===== src/rtl/fp_flag_collect.sv =====
// fp_flag_collect: gathers FP exception flags from lanes u1/u3/u5 at writeback,
// holds them per ROB entry and merges them into the sticky fflags register in
// program order at retire. The oldest retiring entry with a trap request
// raises a one-cycle precise-trap pulse; younger slots in that group are dropped.
module fp_flag_collect #(
   parameter int unsigned ROB_W = 6
) (
   input  logic             clk,
   input  logic             rst,
   input  logic             u1_en,
   input  logic [ROB_W-1:0] u1_rob,
   input  logic [5:0]       u1_flg,
   input  logic             u3_en,
   input  logic [ROB_W-1:0] u3_rob,
   input  logic [5:0]       u3_flg,
   input  logic             u5_en,
   input  logic [ROB_W-1:0] u5_rob,
   input  logic [5:0]       u5_flg,
   input  logic [2:0]       ret_en,
   input  logic [ROB_W-1:0] ret_rob0,
   input  logic [ROB_W-1:0] ret_rob1,
   input  logic [ROB_W-1:0] ret_rob2,
   input  logic             flush,
   input  logic             csr_wr,
   input  logic [4:0]       csr_wdata,
   output logic [4:0]       fflags,
   output logic             exc_valid,
   output logic [ROB_W-1:0] exc_rob
);

   localparam int unsigned DEPTH = 2 ** ROB_W;

   // Lane and retire-slot views as arrays
   logic [2:0]       ln_en;
   logic [ROB_W-1:0] ln_rob  [3];
   logic [5:0]       ln_flg  [3];
   logic [ROB_W-1:0] ret_rob [3];

   // S1 capture register
   logic [2:0]       s1_en_q;
   logic [ROB_W-1:0] s1_rob_q [3];
   logic [5:0]       s1_flg_q [3];

   // Per-entry flag table
   logic [DEPTH-1:0] tbl_vld_q, tbl_vld_d;
   logic [5:0]       tbl_flg_q [DEPTH];
   logic [5:0]       tbl_flg_d [DEPTH];

   // Retire lookup and merge results
   logic [5:0]       eff_flg [3];
   logic [5:0]       byp_flg [3];
   logic [2:0]       byp_hit;
   logic [5:0]       acc_flg;
   logic             trap;
   logic [ROB_W-1:0] trap_rob;

   logic [4:0]       fflags_q, fflags_d;
   logic             exc_valid_q;
   logic [ROB_W-1:0] exc_rob_q, exc_rob_d;

   // Gather the discrete lane and slot ports into arrays
   always_comb begin
      ln_en      = {u5_en, u3_en, u1_en};
      ln_rob[0]  = u1_rob;
      ln_rob[1]  = u3_rob;
      ln_rob[2]  = u5_rob;
      ln_flg[0]  = u1_flg;
      ln_flg[1]  = u3_flg;
      ln_flg[2]  = u5_flg;
      ret_rob[0] = ret_rob0;
      ret_rob[1] = ret_rob1;
      ret_rob[2] = ret_rob2;
   end

   // S1 capture; flush drops anything arriving in the same cycle
   always_ff @(posedge clk or negedge rst) begin
      if (!rst) begin
         s1_en_q <= '0;
         for (int l = 0; l < 3; l++) begin
            s1_rob_q[l] <= '0;
            s1_flg_q[l] <= '0;
         end
      end else begin
         s1_en_q <= flush ? 3'b000 : ln_en;
         for (int l = 0; l < 3; l++) begin
            s1_rob_q[l] <= ln_rob[l];
            s1_flg_q[l] <= ln_flg[l];
         end
      end
   end

   // Per-slot lookup: S1 bypass is newer than the table, so it wins outright
   always_comb begin
      for (int s = 0; s < 3; s++) begin
         byp_hit[s] = 1'b0;
         byp_flg[s] = '0;
         for (int l = 0; l < 3; l++) begin
            if (s1_en_q[l] && (s1_rob_q[l] == ret_rob[s])) begin
               byp_hit[s] = 1'b1;
               byp_flg[s] = byp_flg[s] | s1_flg_q[l];
            end
         end
         if (byp_hit[s]) begin
            eff_flg[s] = byp_flg[s];
         end else if (tbl_vld_q[ret_rob[s]]) begin
            eff_flg[s] = tbl_flg_q[ret_rob[s]];
         end else begin
            eff_flg[s] = '0;
         end
      end
   end

   // Oldest-first merge; the first trapping slot is included, later ones dropped
   always_comb begin
      acc_flg  = '0;
      trap     = 1'b0;
      trap_rob = '0;
      for (int s = 0; s < 3; s++) begin
         if (ret_en[s] && !trap) begin
            acc_flg = acc_flg | eff_flg[s];
            if (eff_flg[s][5]) begin
               trap     = 1'b1;
               trap_rob = ret_rob[s];
            end
         end
      end
   end

   // Table next state: flush > S1 write > retire clear
   always_comb begin
      tbl_vld_d = tbl_vld_q;
      for (int i = 0; i < DEPTH; i++) begin
         tbl_flg_d[i] = tbl_flg_q[i];
      end
      for (int i = 0; i < DEPTH; i++) begin
         for (int s = 0; s < 3; s++) begin
            if (ret_en[s] && (ret_rob[s] == ROB_W'(i))) begin
               tbl_vld_d[i] = 1'b0;
            end
         end
      end
      // Colliding lanes OR together; the first hit replaces stale contents
      for (int l = 0; l < 3; l++) begin
         if (s1_en_q[l]) begin
            for (int i = 0; i < DEPTH; i++) begin
               if (s1_rob_q[l] == ROB_W'(i)) begin
                  tbl_flg_d[i] = byp_merge(l, i);
                  tbl_vld_d[i] = 1'b1;
               end
            end
         end
      end
      if (flush) begin
         tbl_vld_d = '0;
      end
   end

   // OR of every valid S1 lane targeting entry idx (lane l is known to hit)
   function automatic logic [5:0] byp_merge(input int l, input int idx);
      logic [5:0] m;
      m = '0;
      for (int k = 0; k < 3; k++) begin
         if (s1_en_q[k] && (s1_rob_q[k] == ROB_W'(idx))) begin
            m = m | s1_flg_q[k];
         end
      end
      return (l >= 0) ? m : '0;
   endfunction

   // Table state
   always_ff @(posedge clk or negedge rst) begin
      if (!rst) begin
         tbl_vld_q <= '0;
         for (int i = 0; i < DEPTH; i++) begin
            tbl_flg_q[i] <= '0;
         end
      end else begin
         tbl_vld_q <= tbl_vld_d;
         for (int i = 0; i < DEPTH; i++) begin
            tbl_flg_q[i] <= tbl_flg_d[i];
         end
      end
   end

   // Sticky flags and trap report next state
   always_comb begin
      fflags_d  = (csr_wr ? csr_wdata : fflags_q) | acc_flg[4:0];
      exc_rob_d = trap ? trap_rob : exc_rob_q;
   end

   // Sticky flags and trap report registers
   always_ff @(posedge clk or negedge rst) begin
      if (!rst) begin
         fflags_q    <= '0;
         exc_valid_q <= 1'b0;
         exc_rob_q   <= '0;
      end else begin
         fflags_q    <= fflags_d;
         exc_valid_q <= trap;
         exc_rob_q   <= exc_rob_d;
      end
   end

   assign fflags    = fflags_q;
   assign exc_valid = exc_valid_q;
   assign exc_rob   = exc_rob_q;

endmodule


===== config.mk =====
export PLATFORM = sky130hd
export DESIGN_NAME = fp_flag_collect
export DESIGN_NICKNAME = d
export VERILOG_FILES = /design/src/rtl/fp_flag_collect.sv
export SDC_FILE = /design/constraint.sdc
export NUM_CORES = 2
export LEC_CHECK = 0
export CORE_UTILIZATION = 30
export CTS_BUF_LIST = sky130_fd_sc_hd__clkbuf_4 sky130_fd_sc_hd__clkbuf_8
export CTS_CLUSTER_SIZE = 8
export DETAILED_ROUTE_END_ITERATION = 8
export PLACE_DENSITY = 0.46
export SYNTH_ARGS = -nofsm -noshare
export SYNTH_HDL_FRONTEND = slang
export SYNTH_SLANG_ARGS = --single-unit

===== constraint.sdc =====
create_clock -name clk -period 9.3 [get_ports clk]
set_input_delay 1.395 -clock clk [delete_from_list [all_inputs] [get_ports clk]]
set_output_delay 1.395 -clock clk [all_outputs]
set_load 0.02 [all_outputs]

==> After elaboration in Yosys (flattened, before gate mapping) <==
Index checks and enable logic that the tools add are counted.
{ "word_totals": {"regBits": 499, "inputBits": 69, "wordCells": 3122} }
{ "classes": {"magnitude_cmp": 6, "n_eq_ne": 387, "muxes": 1855, "bitwise": 396, "reduce_logical": 403} }
{ "op_table": {"columns": ["cell", "count"], "rows": [
  ["2-to-1 mux 6 bit", 1435],
  ["bitwise OR 6 bit", 390],
  ["== test 6 bit, second input constant", 192],
  ["2-to-1 mux 384 bit", 3],
  ["== test 6 x 5 -> 1 bit, second input constant", 96],
  ["2-to-1 mux 1 bit", 402],
  ["logical AND 1 bit", 395],
  ["== test 6 x 4 -> 1 bit, second input constant", 48],
  ["2-to-1 mux 64 bit", 4],
  ["== test 6 x 3 -> 1 bit, second input constant", 24],
  ["binary-select mux 6 bit (select 6 bit)", 3],
  ["== test 6 x 2 -> 1 bit, second input constant", 12],
  ["== test 6 bit", 9],
  ["== test 6 x 1 -> 1 bit, second input constant", 6],
  ["zero test 6 bit", 6],
  [">= comparator 7 bit, second input constant", 3],
  ["less-than comparator 6 x 7 -> 1 bit, second input constant", 3],
  ["NOT 6 -> 7 bit", 3],
  ["2-to-1 mux 5 bit", 4],
  ["binary-select mux 1 bit (select 6 bit)", 3],
  ["bitwise OR 5 bit", 3],
  ["2-to-1 mux 3 bit", 1],
  ["zero test 1 bit", 2]
]} }

==> Depth between registers and ports, before layout <==
{ "depth": {"ltp_word": 17, "depth_mapped": 14, "depth_no_buf": 9} }

==> Worst setup path after synthesis <==
Ideal clock, no wire load.
{ "synth_path": {"path_type": "in2reg", "startpoint": "in ret_rob2[1]", "endpoint": "reg fflags_q[3], in the netlist fflags[3]", "setup_ns": 0.133, "arrival_time_ns": 4.114, "slack_ns": 5.052, "stages": 10, "cell_sequence": "buf_4 -> buf_2 -> buf_1 -> clkbuf_1 -> mux4_2 -> mux4_2 -> mux4_2 -> nor2b_1 -> a211oi_1 -> o211ai_1"} }
{ "synth_via": {"elab_chain_len": 11, "elab_cells_between_ends": 25} }
{ "synth_rtl": {"columns": ["element", "line", "text"], "rows": [
  ["start: declaration", "22", "input logic [ROB_W-1:0] ret_rob2,"],
  ["parallel branches: the longest is 7 deep, another holds NOT 6 -> 7 bit", null, null],
  ["2-to-1 mux 6 bit *", "103", "if (byp_hit[s]) begin"],
  ["bitwise OR 5 bit *", "120", "acc_flg = acc_flg | eff_flg[s];"],
  ["2-to-1 mux 5 bit *", "119", "if (ret_en[s] && !trap) begin"],
  ["bitwise OR 5 bit *", "187", "fflags_d = (csr_wr ? csr_wdata : fflags_q) | acc_flg[4:0];"],
  ["named net fflags_d[3]", "57", "logic [4:0] fflags_q, fflags_d;"],
  ["end signal: assignment", "198", "fflags_q <= fflags_d;"],
  ["end: declaration", "57", null]
]} }
Mark *: on every way through the listed nets, which the timed path passes. The select of a mux whose other input is x is not followed.
A chain may end at the register's enable or synchronous reset.

==> Worst setup path after layout <==
{ "layout_path": {"startpoint": "in ret_rob2[0]", "endpoint": "reg exc_rob_q[3], in the netlist exc_rob[3]"} }
{ "layout_via": {"elab_chain_len": 10, "elab_cells_between_ends": 26} }
{ "layout_rtl": {"columns": ["element", "line", "text"], "rows": [
  ["parallel branches: the longest is 7 deep, another holds NOT 6 -> 7 bit", null, null],
  ["2-to-1 mux 6 bit *", "103", null],
  ["2-to-1 mux 6 bit / 2-to-1 mux 1 bit (equally long branches)", "121", "if (eff_flg[s][5]) begin"],
  ["2-to-1 mux 6 bit / 2-to-1 mux 1 bit (equally long branches)", "119", null],
  ["end signal: assignment", "200", "exc_rob_q <= exc_rob_d;"],
  ["end: declaration", "59", "logic [ROB_W-1:0] exc_rob_q, exc_rob_d;"]
]} }
Every way passes the cells marked *. The select of a mux whose other input is x is not followed.

==> flow_metrics.py <==
metrics = {
    "pwr": {
        "ir_drop_v": 0.0000924,
        "power_frac_clock_pct": 33.1,
        "swShare_pct": 35.8,
        "cellPowerDensity_nw_per_um2": 184,
        "p_int_mw": 4.71,
        "seqPwrFrac_pct": 41.7,
        "comb_power_share_pct": 25.3,
        "p_sw_mw": 2.63,
        "leakagePower_nw": 16.0,
        "total_power_mw": 7.34,
    },
    "critical_path": {
        "cp.required_ps": 9980,
        "critPathMostFrequentCell": "mux2_2",
        "crit_chain": "clkbuf_8 > buf_4 > mux4_2 > a22oi_1 > a211oi_1 > nor4_2 > o31a_1 > nor2_2 > mux2_2 > mux2_2",
        "path_class": "in -> reg",
        "cp-start-kind": "input pin",
        "slowest_delay_ps": 850,
        "path_max_fanout": 76,
        "cpMaxStageDelayCell": "buf_4",
        "cp.arrival_ps": 5600,
        "end_kind": "register",
    },
    "routing": {
        "firstDrtPassIters": 9,
        "routed_via_density": 7.04,
        "drc_errors": 32,
        "via_count": 35000,
        "wl_um": 195000,
        "wl_per_cell_um": 39.1,
        "final_antenna_net_count": 0,
        "drt_iter0_drc": 7809,
    },
    "cells_and_area": {
        "final_core_util_pct": 34.2,
        "area.sequential_sq_um": 12500,
        "nets": 3437,
        "drive_above_1_share_pct": 22.1,
        "fill_cells": 11900,
        "multi_input_area_sq_um": 21700,
        "areaGrowthSynthToFinish_pct": 12.3,
        "fin_cells": 4976,
    },
    "place": {
        "gp_routability_congestion": 1.02,
        "portBuffers": 80,
        "dp_hpwl_um": 132000,
        "place_inst": 4793,
    },
    "synth": {
        "yosys_warnings": 0,
        "synthTopCellsByArea": "dfrtp_1 35%, mux4_2 26%, a222oi_1 11%, nand2_1 8.9%, nor2_1 2.7%",
        "synth_edf_count": 0,
        "syn_area_sq_um": 35500,
        "syn_nets": 3471,
        "yosysSeqAreaShare_pct": 35.2,
        "synth_cell_types": 57,
        "syn_area_per_cell_sq_um": 10.4,
        "synth_ff_type": "dfrtp_1",
        "yosysTopAreaCell": "dfrtp_1",
        "synth_top_area_share_pct": 35.2,
        "synth-seq-cells": 499,
        "synth-async-reset-ratio_pct": 100,
        "synthCells": 3402,
    },
    "clocking": {
        "cts_hold_buf": 0,
        "cts-root-buf": "clkbuf_8",
        "clk_latency_ps": 800,
        "cts_resized": 0,
        "cts_sinks": 499,
        "clockBufferDepth": 3,
        "cts-htree-levels": 3,
        "path_clk_slew_ps": 60,
        "post-cts-setup-buffer-count": 0,
        "numCtsBuffers": 97,
        "cts_tree": "yes",
    },
    "flow_run": {
        "max_cap_violations": 0,
    },
    "global_route": {
        "grt_pass1_wl_um": 268000,
        "grt_max_degree": 139,
        "grt_pass1_vias": 32400,
        "grt-ovfl-total": 0,
        "antenna_found_initial": 20,
        "grt_usage_pct": 31.6,
    },
    "run_status": {
        "violations": "DRC",
        "status": "complete, but fails checks",
    },
    "sta": {
        "tightest_slew_ps": 1390,
        "min_period_ps": 4920,
        "rsz0062_at_grt": "false",
        "timing.final.crit_share_pct": 52.9,
        "hold_viol_final": 0,
        "skew_ps": 51.5,
        "tns_ps": 0,
        "relSlewSlack_pct": 6.93,
        "drv_slew": 0,
        "fmax_mhz": 203,
        "finalSetupViolations": 0,
    },
    "die": {
        "die_area_sq_um": 120000,
        "die_height_um": 346,
        "core_area_sq_um": 117000,
        "ios": 81,
        "die-width_um": 346,
        "rows": 125,
        "initial_utilization_pct": 30.4,
    },
    "worst_hold_path": {
        "hold_path.class": "in -> async",
    },
}
-- final timing paths --
| check | start | end | slack [ps] | cells after the start |
|---|---|---|---|---|
| setup / recovery | ret_rob2[0] | exc_rob[3] | 4380 | 10 |
| hold / removal | rst | s1_flg_q[9] | 480 | 1 |
| setup reg to reg | s1_rob_q[3] | tbl_vld_q[26] | 5840 | 5 |
| hold reg to reg | tbl_flg_q[81] | tbl_flg_q[81] | 520 | 2 |
| max in group asynchronous | rst | tbl_flg_q[106] | 6800 | 3 |
| min in group clk | tbl_flg_q[81] | tbl_flg_q[81] | 520 | 2 |
-- synth_stat cells, types with 2 or more instances --
library cell	n
nand2b_1	18
buf_6	17
o21ai_0	13
nand2_1	842
a2111oi_0	2
mux2i_1	37
a21oi_1	93
nand3_1	98
nand4_1	13
xnor2_1	29
and3_1	5
clkbuf_1	231
a311o_1	2
buf_4	8
a222oi_1	379
buf_1	24
mux2_2	11
dfrtp_1	499
nor3b_1	5
xor2_1	25
nor4_2	3
nor3_1	92
a22o_1	13
o2111ai_1	2
nor4_1	13
mux4_2	402
o211ai_1	6
and2_1	4
o31ai_1	2
a211oi_1	14
inv_1	26
a31oi_1	15
buf_2	31
nor2_1	254
a21o_1	2
or3_1	7
o22ai_1	2
nor2b_1	31
a221oi_1	2
a22oi_1	103
or3b_2	3
mux2_1	2
nand3b_1	8
-- cells in the final DEF (no fill, tap or decap), drive strengths merged, types with 3 or more instances in the layout --
master	Yosys	layout
nor4	16	16
a21oi	93	93
nor2	255	255
nor3b	5	5
xnor2	29	29
inv	27	29
and2	4	4
nor2b	31	31
o31ai	3	3
and3	5	5
xor2	25	25
dfrtp	499	499
clkinv	0	9
nand4	13	13
a22o	13	13
or3b	3	3
nand3	99	99
mux2	13	13
clkdlybuf4s50	0	66
nand3b	8	8
a222oi	379	379
buf	80	110
clkbuf	231	157
or3	7	7
o21ai	15	15
nand2	842	842
mux2i	37	37
mux4	402	402
diode	0	13
a211oi	14	14
o211ai	6	6
nor3	92	92
a31oi	15	15
a22oi	103	103
nand2b	18	18
-- kinds of logic after synthesis --
logic type / count (synthesis) / share of synthesized area (%)
and+or+nand+nor: 1401 / 16.5
AOI/OAI and AO/OA: 658 / 15.9
DFF: 499 / 35.2
muxes: 452 / 27.0
buffers and inverters: 338 / 4.13
xor gates and xnor gates: 54 / 1.33
-- critical path: cells and delay by family --
kind / cells / cell delay [ps]
buffers and inverters: 2 / 1530
multiplexers: 3 / 1160
AND/OR/NAND/NOR: 2 / 650
AO/OA/AOI/OAI: 3 / 650
-- state kept, by name (all words and copies together), names as in the netlist --
name and flops:
s1_rob_q 18, s1_en_q 3, fflags 5, tbl_vld_q 64, exc_valid 1, exc_rob 6
tbl_flg_q 384, s1_flg_q 18
-- layer usage --
layer | part of all wire (%) | vias to the layer above | global-route usage (%)
li1 | - | 13500 | -
met4 | 6.0 | 20 | 18.0
met5 | 0.072 | - | 0
met1 | 39 | 18000 | 42.5
met2 | 41 | 3059 | 43.9
met3 | 14 | 484 | 11.0
-- power by group through the flow --
stage / clock network [mW] / logic (mW) / registers, mW
after floorplan: 0 / 1.19 / 2.80
after global routing: 2.55 / 1.92 / 3.08
after CTS: 2.45 / 1.80 / 3.03
after detailed placement: 0 / 1.79 / 3.06
final: 2.43 / 1.85 / 3.06
after global placement: 0 / 1.79 / 3.06
-- layout make-up --
| type | instances | share of cell area (%) |
|---|---|---|
| Antenna cell | 13 | 0.0816 |
| Timing Repair Buffer | 178 | 3.91 |
| Sequential cell | 499 | 31.4 |
| Clock buffer | 155 | 4.75 |
| Clock inverter | 15 | 0.373 |
| Tap cell | 1524 | 4.78 |
| Multi-Input combinational cell | 2565 | 54.5 |
| Inverter | 27 | 0.254 |
-- per-stage QoR --
step           hold WS, ps  setup slack (ps)  instance area, sq um
5_1_grt                498              4140                 39800
6_report               479              4380                 39900
3_3_place_gp           496              3530                 37800
3_5_place_dp           502              3560                 37800
2_1_floorplan          467              5050                 35500
4_1_cts                446              4410                 39800
(Power assumes the default switching activity.)
